===== src/rtl/menu_pkg.sv =====
// Shared definitions for the title-menu controller: FSM encoding,
// menu geometry and pipeline depth.
package menu_pkg;

    typedef enum logic [1:0] {
        SEL_SINGLE = 2'd0,
        SEL_MULTI  = 2'd1,
        RUN        = 2'd2
    } menu_state_t;

    localparam logic [3:0] MENU_ROW_SINGLE = 4'd0;
    localparam logic [3:0] MENU_ROW_MULTI  = 4'd6;
    localparam logic [3:0] MENU_LAST_COL   = 4'd12;

    localparam int unsigned PIPE_LAT = 4;

endpackage


===== src/rtl/menu_ctrl_btn_edge.sv =====
// Button conditioner: multi-flop synchronizer followed by a rising-edge
// detector, so a press of any length yields a single-cycle strobe.
module btn_edge #(
    parameter int unsigned SYNC_STAGES = 2
) (
    input  logic clk,
    input  logic rst_n,
    input  logic btn,
    output logic rise
);

    logic [SYNC_STAGES-1:0] sync;
    logic                   prev;

    always_ff @(posedge clk or negedge rst_n) begin
        if (!rst_n) begin
            sync <= '0;
            prev <= 1'b0;
        end else begin
            sync[0] <= btn;
            for (int unsigned i = 1; i < SYNC_STAGES; i++) begin
                sync[i] <= sync[i-1];
            end
            prev <= sync[SYNC_STAGES-1];
        end
    end

    assign rise = sync[SYNC_STAGES-1] & ~prev;

endmodule


===== src/rtl/menu_ctrl.sv =====
// Title menu: renders a 16x16 character text box with the selected entry
// highlighted, and runs the single/multi player selection FSM.
module menu_ctrl
    import menu_pkg::*;
#(
    parameter logic [10:0] TEXT_X0     = 11'd256,
    parameter logic [10:0] TEXT_Y0     = 11'd192,
    parameter int unsigned SYNC_STAGES = 2
) (
    input  logic        clk,
    input  logic        rst_n,
    input  logic [10:0] hcount,
    input  logic [10:0] vcount,
    input  logic        hsync,
    input  logic        vsync,
    input  logic        hblnk,
    input  logic        vblnk,
    input  logic        btn_up,
    input  logic        btn_down,
    input  logic        btn_start,
    input  logic        game_over,
    output logic [7:0]  char_xy,
    input  logic [6:0]  code,
    output logic [10:0] font_addr,
    input  logic [7:0]  font_row,
    output logic        pix_on,
    output logic        hsync_d,
    output logic        vsync_d,
    output logic        hblnk_d,
    output logic        vblnk_d,
    output logic        mode_multi,
    output logic        game_start,
    output logic        start_pulse
);

    logic up_e, down_e, start_e;

    btn_edge #(.SYNC_STAGES(SYNC_STAGES)) u_up    (.clk(clk), .rst_n(rst_n), .btn(btn_up),    .rise(up_e));
    btn_edge #(.SYNC_STAGES(SYNC_STAGES)) u_down  (.clk(clk), .rst_n(rst_n), .btn(btn_down),  .rise(down_e));
    btn_edge #(.SYNC_STAGES(SYNC_STAGES)) u_start (.clk(clk), .rst_n(rst_n), .btn(btn_start), .rise(start_e));

    menu_state_t state, state_nx;
    logic        in_menu, sel_now, enter_run, hl_sel;

    always_ff @(posedge clk or negedge rst_n) begin
        if (!rst_n) state <= SEL_SINGLE;
        else        state <= state_nx;
    end

    // Start outranks up/down; simultaneous up+down cancel each other.
    always_comb begin
        state_nx = state;
        case (state)
            SEL_SINGLE: begin
                if (start_e)               state_nx = RUN;
                else if (down_e && !up_e)  state_nx = SEL_MULTI;
            end
            SEL_MULTI: begin
                if (start_e)               state_nx = RUN;
                else if (up_e && !down_e)  state_nx = SEL_SINGLE;
            end
            RUN: begin
                if (game_over)             state_nx = mode_multi ? SEL_MULTI : SEL_SINGLE;
            end
            default:                       state_nx = SEL_SINGLE;
        endcase
    end

    always_comb begin
        in_menu    = (state != RUN);
        game_start = (state == RUN);
        sel_now    = (state == SEL_MULTI) || ((state == RUN) && mode_multi);
        enter_run  = (state != RUN) && (state_nx == RUN);
    end

    always_ff @(posedge clk or negedge rst_n) begin
        if (!rst_n) begin
            start_pulse <= 1'b0;
            mode_multi  <= 1'b0;
            hl_sel      <= 1'b0;
        end else begin
            start_pulse <= enter_run;
            if (enter_run) mode_multi <= (state == SEL_MULTI);
            if ((hcount == '0) && (vcount == '0)) hl_sel <= sel_now;
        end
    end

    // Text pixel pipeline: char ROM address, font ROM address, font data, pixel.
    logic [6:0] dx;
    logic [7:0] dy;
    logic       in_box;
    logic       in1, in2, in3, hl2, hl3;
    logic [2:0] col1, col2, col3;
    logic [3:0] line1;
    logic [3:0] hl_row;

    assign dx     = 7'(hcount - TEXT_X0);
    assign dy     = 8'(vcount - TEXT_Y0);
    assign in_box = ({1'b0, hcount} >= {1'b0, TEXT_X0}) &&
                    ({1'b0, hcount} <  ({1'b0, TEXT_X0} + 12'd128)) &&
                    ({1'b0, vcount} >= {1'b0, TEXT_Y0}) &&
                    ({1'b0, vcount} <  ({1'b0, TEXT_Y0} + 12'd256));
    assign hl_row = hl_sel ? MENU_ROW_MULTI : MENU_ROW_SINGLE;

    always_ff @(posedge clk or negedge rst_n) begin
        if (!rst_n) begin
            char_xy   <= '0;
            in1       <= 1'b0;
            col1      <= '0;
            line1     <= '0;
            font_addr <= '0;
            in2       <= 1'b0;
            col2      <= '0;
            hl2       <= 1'b0;
            in3       <= 1'b0;
            col3      <= '0;
            hl3       <= 1'b0;
            pix_on    <= 1'b0;
        end else begin
            char_xy   <= {dy[7:4], dx[6:3]};
            in1       <= in_box;
            col1      <= dx[2:0];
            line1     <= dy[3:0];
            font_addr <= {code, line1};
            in2       <= in1;
            col2      <= col1;
            hl2       <= in_menu && (char_xy[7:4] == hl_row) && (char_xy[3:0] <= MENU_LAST_COL);
            in3       <= in2;
            col3      <= col2;
            hl3       <= hl2;
            pix_on    <= in3 & (font_row[3'd7 - col3] ^ hl3);
        end
    end

    logic [PIPE_LAT-1:0][3:0] strb_pipe;

    always_ff @(posedge clk or negedge rst_n) begin
        if (!rst_n) strb_pipe <= '0;
        else        strb_pipe <= {strb_pipe[PIPE_LAT-2:0], {hsync, vsync, hblnk, vblnk}};
    end

    assign {hsync_d, vsync_d, hblnk_d, vblnk_d} = strb_pipe[PIPE_LAT-1];

endmodule


===== config.mk =====
export PLATFORM = sky130hd
export DESIGN_NAME = menu_ctrl
export DESIGN_NICKNAME = d
export VERILOG_FILES = /design/src/rtl/menu_pkg.sv /design/src/rtl/menu_ctrl_btn_edge.sv /design/src/rtl/menu_ctrl.sv
export SDC_FILE = /design/constraint.sdc
export NUM_CORES = 1
export LEC_CHECK = 0
export BUFFER_PORTS_ARGS = -buffer_cell sky130_fd_sc_hd__clkbuf_2
export CAP_MARGIN = 20
export CORE_MARGIN = 2
export CORE_UTILIZATION = 23
export DETAILED_ROUTE_END_ITERATION = 6
export GPL_TIMING_DRIVEN = 0
export MAX_ROUTING_LAYER = met4
export SLEW_MARGIN = 20
export SYNTH_ARGS = -nofsm -noshare
export SYNTH_HDL_FRONTEND = slang
export SYNTH_SLANG_ARGS = --single-unit

===== constraint.sdc =====
create_clock -name clk -period 1.49 [get_ports clk]
set_input_delay 0.149 -clock clk [delete_from_list [all_inputs] [get_ports clk]]
set_output_delay 0.149 -clock clk [all_outputs]
set_load 0.1 [all_outputs]

* Word level (Yosys, flattened, before mapping)
Index checks and enable logic that the tools add are counted.
Storage, ports and cells: output and inout bits 27, register bits after elaboration 68
Operators by class: muxes and demuxes 10, $lt $le $gt $ge 6, bitwise operators 8, add/sub/neg operators 3, reduce and logical (&&, ||, !) cells 16, eq/ne operators 5
Operator list (number):
- zero test 11 bit | 2
- < comparator 11 x 9 -> 1 bit (second input constant) | 2
- >= comparator 11 x 8 -> 1 bit (second input constant) | 1
- >= comparator 11 x 9 -> 1 bit (second input constant) | 1
- logical AND 1 bit | 10
- two-way mux 2 bit | 5
- subtractor 8 bit (second input constant) | 1
- subtractor 7 x 1 -> 7 bit (second input constant) | 1
- case mux 2 bit (3 select lines) | 1
- bitwise AND 1 bit | 4
- == test 2 bit (second input constant) | 2
- == test 4 x 3 -> 1 bit | 1
- <= comparator 4 bit (second input constant) | 1
- < comparator 3 x 4 -> 1 bit (second input constant) | 1
- binary-select mux 1 bit (select 3 bit) | 1
- two-way mux 3 bit | 1
- inverter 1 bit | 3
- subtractor 3 bit (first input constant) | 1
- == test 2 x 1 -> 1 bit (second input constant) | 1
- zero test 1 bit | 2
- zero test 2 bit | 1
- two-way mux 1 bit | 2
- != test 2 bit (second input constant) | 1
- logical OR 1 bit | 1
- XOR 1 bit | 1

* Depth between registers and ports, before layout
Gate-level depths: netlist of run 1.
word-level depth 9, gate-level depth with buffers 5, mapped depth without buffers 5

* Cells and area by module
Synthesis of run 1 repeated with hierarchy kept, for this count alone.
Second synthesis, totals: cells, all modules 120, area total of the unflattened synthesis 2073.2 um^2
Modules (own cells, without submodules):
- menu_ctrl | area each 1806.7 um^2, cells an instance 108, seq. area each 1476.4 um^2, instances 1
- btn_edge | area each 88.8 um^2, cells an instance 4, seq. area each 75.1 um^2, instances 3

* Worst setup path before layout of run 1
No wires, ideal clock.
path type register -> register, start point register state[0], end point register hl_sel, period minus slack after synthesis 2.404 ns, path buffers 0, library setup time 0.110 ns, setup slack -0.914 ns, arrival time 2.294 ns, cell stages (with the launch flop) 4, cells stage by stage dfrtp_1 -> nor2b_1 -> a21oi_1 -> o41ai_1
Between the ends: cells in the longest elaborated chain, start to end 3
Ends and longest elaborated chain:
- start: declaration | line menu_ctrl.sv:42 | menu_state_t state, state_nx;
- start signal: assignment | line menu_ctrl.sv:47 | else state <= state_nx;
- == test 2 bit
- named net game_start | line menu_ctrl.sv:32 | output logic game_start,
- logical AND 1 bit | line menu_ctrl.sv:72 | sel_now = (state == SEL_MULTI) || ((state == RUN) && mode_multi);
- logical OR 1 bit | line menu_ctrl.sv:72
- end signal: assignment | line menu_ctrl.sv:84 | if ((hcount == '0) && (vcount == '0)) hl_sel <= sel_now;
- end: declaration | line menu_ctrl.sv:43 | logic in_menu, sel_now, enter_run, hl_sel;
The timed path passes the listed nets, and every way through them passes these cells. A chain may end at the register's enable or synchronous reset.

* Worst setup path after layout of run 1
start point register col3[0], end point register pix_on
Between the ends: cells in the longest elaborated chain, start to end 5
Ends and longest elaborated chain:
- start: declaration | line menu_ctrl.sv:93 | logic [2:0] col1, col2, col3;
- start signal: assignment | line menu_ctrl.sv:129 | col3 <= col2;
- subtractor 3 bit | line menu_ctrl.sv:131 | pix_on <= in3 & (font_row[3'd7 - col3] ^ hl3);
- binary-select mux 1 bit (select 3 bit) | line menu_ctrl.sv:131
- two-way mux 1 bit (implied by the code) | line menu_ctrl.sv:131
- XOR 1 bit | line menu_ctrl.sv:131
- bitwise AND 1 bit | line menu_ctrl.sv:131
- end signal: assignment | line menu_ctrl.sv:131
- end: declaration | line menu_ctrl.sv:26 | output logic pix_on,
No other way between the ends. The select of a mux whose other input is x is not followed.

==> flow_summary.yaml, run 1 <==
worst_setup_path:
  arrival_ns: 1.69
  endpoint_kind: "flip-flop"
  worstSetupPathType: "reg -> reg"
  critical_path_buf_inv_count: 0
  critical_path.slowest_cell: "mux4_2"
  crit_path_cell_trace: "mux2i_1 -> mux4_2 -> xnor2_2 -> and2_1"
  critPathTopFamily: "multiplexers"
  cp_max_fo: 4
  critical_path.max_stage_delay_ns: 0.51
  cp-start-kind: "flip-flop"
  worst_ep_required_time_ns: 1.72
routing:
  drt_first_pass_iters: 4
  ant_nets: 0
  detail_route.iter0.violations: 39
  number_of_drc_violations_after_detailed_routing: 0
  wire_per_inst_um: 11.4
  route.vias.total: 1295
  post_drt_via_cell_ratio: 3.80
  postRouteWirelength_mm: 3.89
global_routing:
  grt_start_max_net_pins: 45
  first_global_vias: 1398
  number_of_antenna_violations_at_the_first_check_in_global_routing: 0
  gr-usage-met2: 0.126
  grt_overflow_total: 0
  global_route_usage_over_all_layers: 0.0933
  grt_pass1_wl_mm: 6.55
  busiest_layer: "met2"
  global_route.usage.met1: 0.113
  grt.met3_usage: 0.0336
placement:
  port_buffers: 73
  dpl_cell_area_sq_um: 2570
  hpwlAfterDp_mm: 2.74
  dpl.cell_count: 298
  globalplace.congestion: 0.695
floorplanning:
  die_h_um: 98.1
  initial_utilization: 0.236
  die_area_sq_um: 9630
  std_cell_rows: 34
  design.portCount: 74
  core_sq_um: 8640
  chipWidth_um: 98.1
timing:
  worst_pin_slew_ns: 0.586
  slew-limit-headroom: 0.611
  timing.final.crit_share: 0.978
  max_freq_mhz: 686
  final-hold-violation-count: 0
  period_needed_ns: 1.46
  timing.final.setup_violations: 0
  final_report_max_slew_violation_count: 0
  final_worst_clock_skew_ns: 0.00685
layout:
  flip_flop_and_latch_area_sq_um: 1700
  fin_nets: 277
  multiInputGateArea_sq_um: 360
  fillers: 850
  syn_to_layout_area_delta_pct: 53.8
  finish.instance_area_sq_um: 3130
  final-instance-count-excl-fill: 341
  layout-drive-gt1-share: 0.412
  antenna_cells: 0
  final_util: 0.363
flow_run:
  max_cap_violations: 0
pwr:
  internal-power_uw: 3320
  leakage_uw: 0.00151
  p_sw_frac: 0.259
  net-switching-power_uw: 1160
  power.density_cell_area_nw_per_um2: 1430
  p_seq_frac: 0.444
  clock_network_fraction_of_design_power: 0.412
  peakVddDrop_v: 0.000626
  comb_power_share: 0.145
logic_synthesis:
  syn-instance-count: 116
  synth_seq_cells: 68
  synth.most_common_cell: "dfrtp_1"
  syn-cell-area_sq_um: 2040
  synthesis.area_per_instance_sq_um: 17.6
  synth.top_cell.area_share: 0.835
  synth_cell_types: 27
  postSynth.asyncResetShare: 1.00
  synth.largest_area_cell: "dfrtp_1"
  ys.flop_type: "dfrtp_1"
  yosys-top-cells-area: "dfrtp_1 (83%), mux2i_1 (2.0%), a21oi_1 (1.2%), ha_1 (1.2%), mux4_2 (1.1%)"
  sequential_share_of_the_synthesized_area: 0.835
  post_synth_net_total: 165
  synth_enable_flop_cells: 0
  post_synth_top_cells: "dfrtp_1 (68), a21oi_1 (5), inv_1 (4), mux2i_1 (4), nor2_1 (4)"
  yosysWarningCount: 0
cts:
  cts_bufs_inserted: 9
  clock-sinks: 68
  max-clock-path-buffers: 2
  clk_transition_reported_paths_ns: 0.07
  htree_levels: 3
  root_buffer: "clkbuf_8"
  clk_latency_ns: 0.34
  cts_setup_buffers: 0
  clock_tree_from_tritoncts: "built"
outcome:
  run_status: "completed"
worst_hold_path:
  hold_path.class: "in -> reg"
-- area by class of cell --
type / instances / share of cell area
clock inverter: 4 / 0.0303
inverter: 4 / 0.00479
tap: 108 / 0.0431
sequential: 68 / 0.543
clock buffer: 12 / 0.0495
multi-input combinational: 43 / 0.115
timing repair buffer: 102 / 0.214
-- through the flow --
stage                     total power (uW)  worst slack (ns)  TNS [ns]  hold slack [ns]
after floorplan                       2420            0.0505         0           -0.147
after global placement                2590            -0.173    -11.38            0.257
after detailed placement              2610           0.00112         0            0.111
after CTS                             4540           0.00237         0           0.0106
after global routing                  4670          -0.00646  -0.00646           0.0286
final                                 4480            0.0325         0           0.0284
-- power groups by stage --
stage               logic [uW]  registers, uW  clock network (uW)
floorplan                  100           2320                   0
global placement           576           2020                   0
detailed placement         587           2020                   0
CTS                        643           1990                1900
global route               682           2000                1990
finish                     647           1990                1840
-- final timing paths --
kind                            from      endpoint  slack [ns]  cells past startpoint
hold / removal             vcount[6]    char_xy[6]        0.03                      2
max in group asynchronous      rst_n       col3[0]        0.66                      3
setup reg to reg             col3[0]        pix_on        0.03                      4
hold reg to reg              col2[0]       col3[0]        0.35                      0
setup / recovery             col3[0]        pix_on        0.03                      4
min in group asynchronous      rst_n  font_addr[5]        0.28                      2
-- cells by family after synthesis --
logic type / Yosys count / synth area share
mux: 6 / 0.0362
flops: 68 / 0.835
buf+inv: 5 / 0.0129
fa+ha+maj: 3 / 0.0172
simple gates: 23 / 0.0620
compound gates: 10 / 0.0325
xor+xnor: 1 / 0.00430
-- registers in the layout (all words and copies together) (netlist names), 2 cells and up --
signal / flops
state: 2
col1: 3
line1: 4
font_addr: 11
col2: 3
u_down.sync: 2
char_xy: 8
u_up.sync: 2
col3: 3
u_start.sync: 2
strb_pipe: 12
-- cells in the final DEF, fill, tap and decap left out, drive strengths merged, types with 3 or more instances in the layout --
cell type | netlist | layout
a21oi | 5 | 5
bufinv | 0 | 3
clkbuf | 0 | 84
dfrtp | 68 | 68
dlygate4sd3 | 0 | 28
inv | 4 | 4
mux2i | 4 | 4
nand3 | 3 | 3
nor2 | 4 | 4
nor2b | 3 | 3
-- repair_timing --
item / CTS / global route
hold endpoints to repair: 51 / 0
gates resized for setup: 1 / 8
setup endpoints to repair: 2 / 3
hold buffers: 28 / 0
pin swaps: 1 / 2
-- layer usage --
| layer | part of all wire | up-vias |
|---|---|---|
| li1 | - | 615 |
| met1 | 0.43 | 610 |
| met2 | 0.45 | 55 |
| met3 | 0.077 | 15 |
| met4 | 0.040 | 0 |
| met5 | 0 | - |
Note: power is estimated with default switching activity, not from simulation.
==> run 2, diff against run 1 <==
CORE_UTILIZATION = 43   (was 23)
PLACE_DENSITY = 0.74   (was default)
==> run 2 against run 1 <==
  * Core utilization rose by 29 points
  * Clock skew about the same
  * Via count barely moved
  * Register-to-register slack barely moved
  * Clock-buffer cell count fell by 3
  * Global-route usage increased by 6.4 points
  * Final cell count is 16% lower
  * Clock power up 5%
  * Maximum frequency is 0.41% higher
  * Largest power group unchanged
==> flow_summary.yaml, run 2 (synthesized netlist as in run 1, its figures left out) <==
floorplanning:
  initial_utilization: 0.437
  die_area_sq_um: 5310
  core_sq_um: 4660
  die_h_um: 72.8
  chipWidth_um: 72.8
  design.portCount: 74
  std_cell_rows: 25
cts:
  clock_tree_from_tritoncts: "built"
  htree_levels: 3
  root_buffer: "clkbuf_8"
  clock-sinks: 68
  clk_transition_reported_paths_ns: 0.07
  clk_latency_ns: 0.32
  cts_bufs_inserted: 9
  max-clock-path-buffers: 2
routing:
  wire_per_inst_um: 13.5
  ant_nets: 0
  detail_route.iter0.violations: 69
  route.vias.total: 1296
  drt_first_pass_iters: 4
  postRouteWirelength_mm: 3.85
  post_drt_via_cell_ratio: 4.53
  number_of_drc_violations_after_detailed_routing: 0
placement:
  port_buffers: 73
  dpl_cell_area_sq_um: 2510
  globalplace.congestion: 0.711
  hpwlAfterDp_mm: 2.44
worst_setup_path:
  worstSetupPathType: "reg -> reg"
  cp-start-kind: "flip-flop"
  endpoint_kind: "flip-flop"
  worst_ep_required_time_ns: 1.71
  cp_max_fo: 4
  arrival_ns: 1.67
pwr:
  clock_network_fraction_of_design_power: 0.424
  p_sw_frac: 0.256
  peakVddDrop_v: 0.000983
  leakage_uw: 0.00151
  internal-power_uw: 3390
  p_seq_frac: 0.436
  net-switching-power_uw: 1170
  comb_power_share: 0.140
  power.density_cell_area_nw_per_um2: 1500
global_routing:
  number_of_antenna_violations_at_the_first_check_in_global_routing: 0
  grt_pass1_wl_mm: 5.75
  global_route_usage_over_all_layers: 0.158
  grt_start_max_net_pins: 58
  grt_overflow_total: 0
  first_global_vias: 1311
layout:
  fin_nets: 277
  final_util: 0.654
  largest-register: "strb_pipe"
  fillers: 324
  flip_flop_and_latch_area_sq_um: 1700
  layout-drive-gt1-share: 0.401
  finish.instance_area_sq_um: 3050
  layout.cells.most_common: "clkbuf_2"
  layout.cells.most_common_list: "clkbuf_2 (71), dfrtp_1 (67), dlygate4sd3_1 (28), clkbuf_8 (9), a21oi_1 (5)"
  largest_reg_flops: 12
  multiInputGateArea_sq_um: 324
  reg.largest.list: "strb_pipe: 12 flops, font_addr: 11 flops, char_xy: 8 flops"
  antenna_cells: 0
  syn_to_layout_area_delta_pct: 49.6
timing:
  max_freq_mhz: 689
  final_report_max_slew_violation_count: 0
  worst_pin_slew_ns: 0.555
  slew-limit-headroom: 0.632
  final-hold-violation-count: 0
  period_needed_ns: 1.45
  timing.final.setup_violations: 0
  rsz_0062_raised_after_global_routing: "false"
  final_worst_clock_skew_ns: 0.00659
  timing.final.crit_share: 0.974
  final_total_negative_setup_slack_ns: 0
worst_hold_path:
  hold_path.class: "in -> reg"
outcome:
  run_status: "completed"
flow_run:
  max_cap_violations: 0
[run 2: cell count changes in the layout (fill, tap and decap cells not counted), sizes merged]
cell,before,now
bufinv,3,4
clkbuf,84,81
clkinv,1,2
[run 2: layout make-up]
class | instances | share of cell area
multi-input combinational | 43 | 0.106
timing repair buffer | 102 | 0.222
clock inverter | 6 | 0.0451
tap | 54 | 0.0222
sequential | 68 | 0.558
inverter | 4 | 0.00492
clock buffer | 9 | 0.0406
[run 2: routing by layer]
layer / GRT usage / share of wire / up-vias
met5: - / 0 / -
met1: 0.166 / 0.40 / 615
met2: 0.252 / 0.51 / 58
li1: - / - / 617
met3: 0.0594 / 0.070 / 6
met4: 0.0947 / 0.018 / 0
[run 2: worst max-delay path: stages, from the launching register on]
cell     delay [ns]
dfrtp_2        0.45
mux2i_1        0.13
mux4_2         0.49
xnor2_1        0.14
and2_1         0.15
[run 2: timing repair]
item,4_1_cts,5_1_grt
endpoints found under the hold margin,95,0
pin swaps,1,0
setup endpoints to repair,2,3
buffers inserted,0,0
gates resized for setup,1,3
hold buffers,28,0
[run 2: through the flow]
| stage | instances | hold WS, ns | power [uW] | setup slack, ns |
|---|---|---|---|---|
| floorplan | 116 | -0.147 | 2420 | 0.0505 |
| global placement | 243 | 0.257 | 2590 | -0.0956 |
| detailed placement | 244 | 0.0370 | 2610 | 0.0200 |
| CTS | 286 | 0.0309 | 4610 | 0.0139 |
| global route | 286 | 0.0302 | 4730 | 0.00308 |
| finish | 286 | 0.0449 | 4560 | 0.0385 |
[run 2: worst paths after layout]
check	start	to	slack, ns	depth (start not counted)
worst min register to register	hl2	hl3	0.35	0
worst max register to register	col3[0]	pix_on	0.04	4
worst min-delay path	vcount[6]	char_xy[6]	0.04	2
max in group asynchronous	rst_n	strb_pipe[8]	0.75	3
min in group asynchronous	rst_n	col3[0]	0.23	2
worst max-delay path	col3[0]	pix_on	0.04	4
[run 2: power groups by stage]
stage / clock, uW / sequential, uW / combinational (uW)
after floorplan: 0 / 2320 / 100
after global placement: 0 / 2020 / 571
after detailed placement: 0 / 2020 / 585
after CTS: 1980 / 1990 / 641
after global routing: 2060 / 2000 / 670
final: 1930 / 1990 / 640
==> run 3, diff against run 2 <==
CORE_ASPECT_RATIO = 0.9   (was default)
==> run 3 against run 2 <==
  * Via count is 0.62% higher
  * Die area hardly changed
  * Hold slack worse by 0.0023 ns
  * Largest cell class unchanged
  * Highest routed layer unchanged
  * Wire length is 1.3% lower
==> flow_summary.yaml, run 3 (synthesized netlist as in run 1, its figures left out) <==
floorplanning:
  core_sq_um: 4520
  die_h_um: 69.3
  design.portCount: 74
  die_area_sq_um: 5310
  chipWidth_um: 76.6
  std_cell_rows: 23
  initial_utilization: 0.451
timing:
  timing.final.setup_violations: 0
  hold_ws_ns: 0.0425
  final-hold-violation-count: 0
  final_report_max_slew_violation_count: 0
  slew-limit-headroom: 0.631
  final_worst_clock_skew_ns: 0.00585
  max_freq_mhz: 673
  rsz_0062_raised_after_global_routing: "true"
  timing.final.crit_share: 0.998
  worst_pin_slew_ns: 0.555
  period_needed_ns: 1.49
cts:
  cts_bufs_inserted: 9
  max-clock-path-buffers: 2
  clock_tree_from_tritoncts: "built"
  htree_levels: 3
  clk_transition_reported_paths_ns: 0.07
  clk_latency_ns: 0.34
  clock-sinks: 68
  root_buffer: "clkbuf_8"
worst_setup_path:
  worst_ep_required_time_ns: 1.70
  crit_path_cell_trace: "dlygate4sd3_1 -> clkbuf_2 -> nor4_2 -> nand4b_1 -> o31ai_2 -> o41ai_2"
  critPathTopFamily: "buffers and inverters"
  worstSetupPathType: "in -> reg"
  cp_max_fo: 2
  critical_path.max_stage_delay_ns: 0.56
  arrival_ns: 1.70
  critical_path.slowest_cell: "dlygate4sd3_1"
  cp-start-kind: "input port"
  endpoint_kind: "flip-flop"
  critical_path_buf_inv_count: 2
layout:
  final_util: 0.670
  finish.instance_area_sq_um: 3030
  layout.cells.most_common: "clkbuf_2"
  fin_nets: 277
  largest_reg_flops: 12
  fillers: 334
  largest-register: "strb_pipe"
  reg.largest.list: "strb_pipe: 12 flops, font_addr: 11 flops, char_xy: 8 flops"
  antenna_cells: 0
  layout.cells.most_common_list: "clkbuf_2 (71), dfrtp_1 (67), dlygate4sd3_1 (28), clkbuf_8 (9), a21oi_1 (5)"
  syn_to_layout_area_delta_pct: 48.4
  layout-drive-gt1-share: 0.412
routing:
  number_of_drc_violations_after_detailed_routing: 0
  post_drt_via_cell_ratio: 4.42
  drt_first_pass_iters: 4
  route.vias.total: 1304
  postRouteWirelength_mm: 3.80
  detail_route.iter0.violations: 39
  wire_per_inst_um: 12.9
  ant_nets: 0
pwr:
  power.density_cell_area_nw_per_um2: 1410
  leakage_uw: 0.00149
  peakVddDrop_v: 0.00108
  total_power_uw: 4260
placement:
  port_buffers: 73
  dpl_cell_area_sq_um: 2510
  globalplace.congestion: 0.826
  hpwlAfterDp_mm: 2.46
flow_run:
  max_cap_violations: 0
global_routing:
  grt_start_max_net_pins: 37
  grt_pass1_wl_mm: 6.35
  grt_overflow_total: 0
  global_route_usage_over_all_layers: 0.168
  number_of_antenna_violations_at_the_first_check_in_global_routing: 0
  first_global_vias: 1407
worst_hold_path:
  hold_path.class: "in -> reg"
outcome:
  run_status: "completed"
-- run 3: cell types whose count changed in the layout (fill, tap and decap cells not counted) --
| cell | change |
|---|---|
| bufinv_16 | -2 |
| o31ai_1 | -1 |
| buf_16 | -1 |
| buf_12 | +1 |
| inv_6 | +1 |
| o41ai_2 | +1 |
| o31ai_2 | +1 |
| clkinv_2 | +1 |
| clkinvlp_4 | +1 |
| o41ai_1 | -1 |
-- run 3: layout make-up --
class                      count  area (sq um)  area share
inverter                       4          15.0     0.00496
clock inverter                 7          98.8      0.0327
sequential                    68          1700       0.563
clock buffer                   9           124      0.0409
multi-input combinational     43           337       0.111
tap                           62          77.6      0.0256
timing repair buffer         102           671       0.222
-- run 3: final timing paths --
| path | startpoint | cells after the start | slack [ns] | end |
|---|---|---|---|---|
| setup / recovery | hcount[0] | 6 | 0.004 | hl_sel |
| hold / removal | vcount[6] | 2 | 0.04 | char_xy[6] |
| setup reg to reg | col3[0] | 4 | 0.06 | pix_on |
| hold reg to reg | hl2 | 0 | 0.35 | hl3 |
| max in group asynchronous | rst_n | 3 | 0.62 | start_pulse |
| min in group asynchronous | rst_n | 2 | 0.33 | hsync_d |
-- run 3: what timing repair did --
item | in CTS | in global routing
pin swaps | 1 | 2
hold endpoints to repair | 62 | 0
setup endpoints to repair | 2 | 3
gates resized for setup | 1 | 5
hold buffers | 28 | 0
cloned | 0 | 0
setup buffers | 0 | 0
-- run 3: metal layers --
| metal | vias to the layer above | GRT usage | wire, um |
|---|---|---|---|
| met5 | - | - | 0 |
| met4 | 0 | 0.0545 | 54 |
| met3 | 6 | 0.0977 | 306 |
| met2 | 52 | 0.269 | 1940 |
| met1 | 629 | 0.175 | 1500 |
| li1 | 617 | - | - |
-- run 3: power breakdown --
part | internal (uW) | switching (uW)
combinational | 171 | 464
sequential | 1940 | 46.0
clock | 949 | 689
-- run 3: worst reg2reg max path, cell delays in order (launching register included) --
cell	delay, ns
dfrtp_2	0.45
mux2i_1	0.13
mux4_2	0.48
xnor2_1	0.13
and2_1	0.13
-- run 3: metrics by stage --
step | cells | setup TNS (ns) | setup slack (ns)
final | 295 | 0 | 0.00369
after global routing | 295 | -0.0660 | -0.0588
after CTS | 295 | 0 | 0.00576
after detailed placement | 252 | 0 | 0.0184
after global placement | 251 | -8.98 | -0.134
after floorplan | 116 | 0 | 0.0505
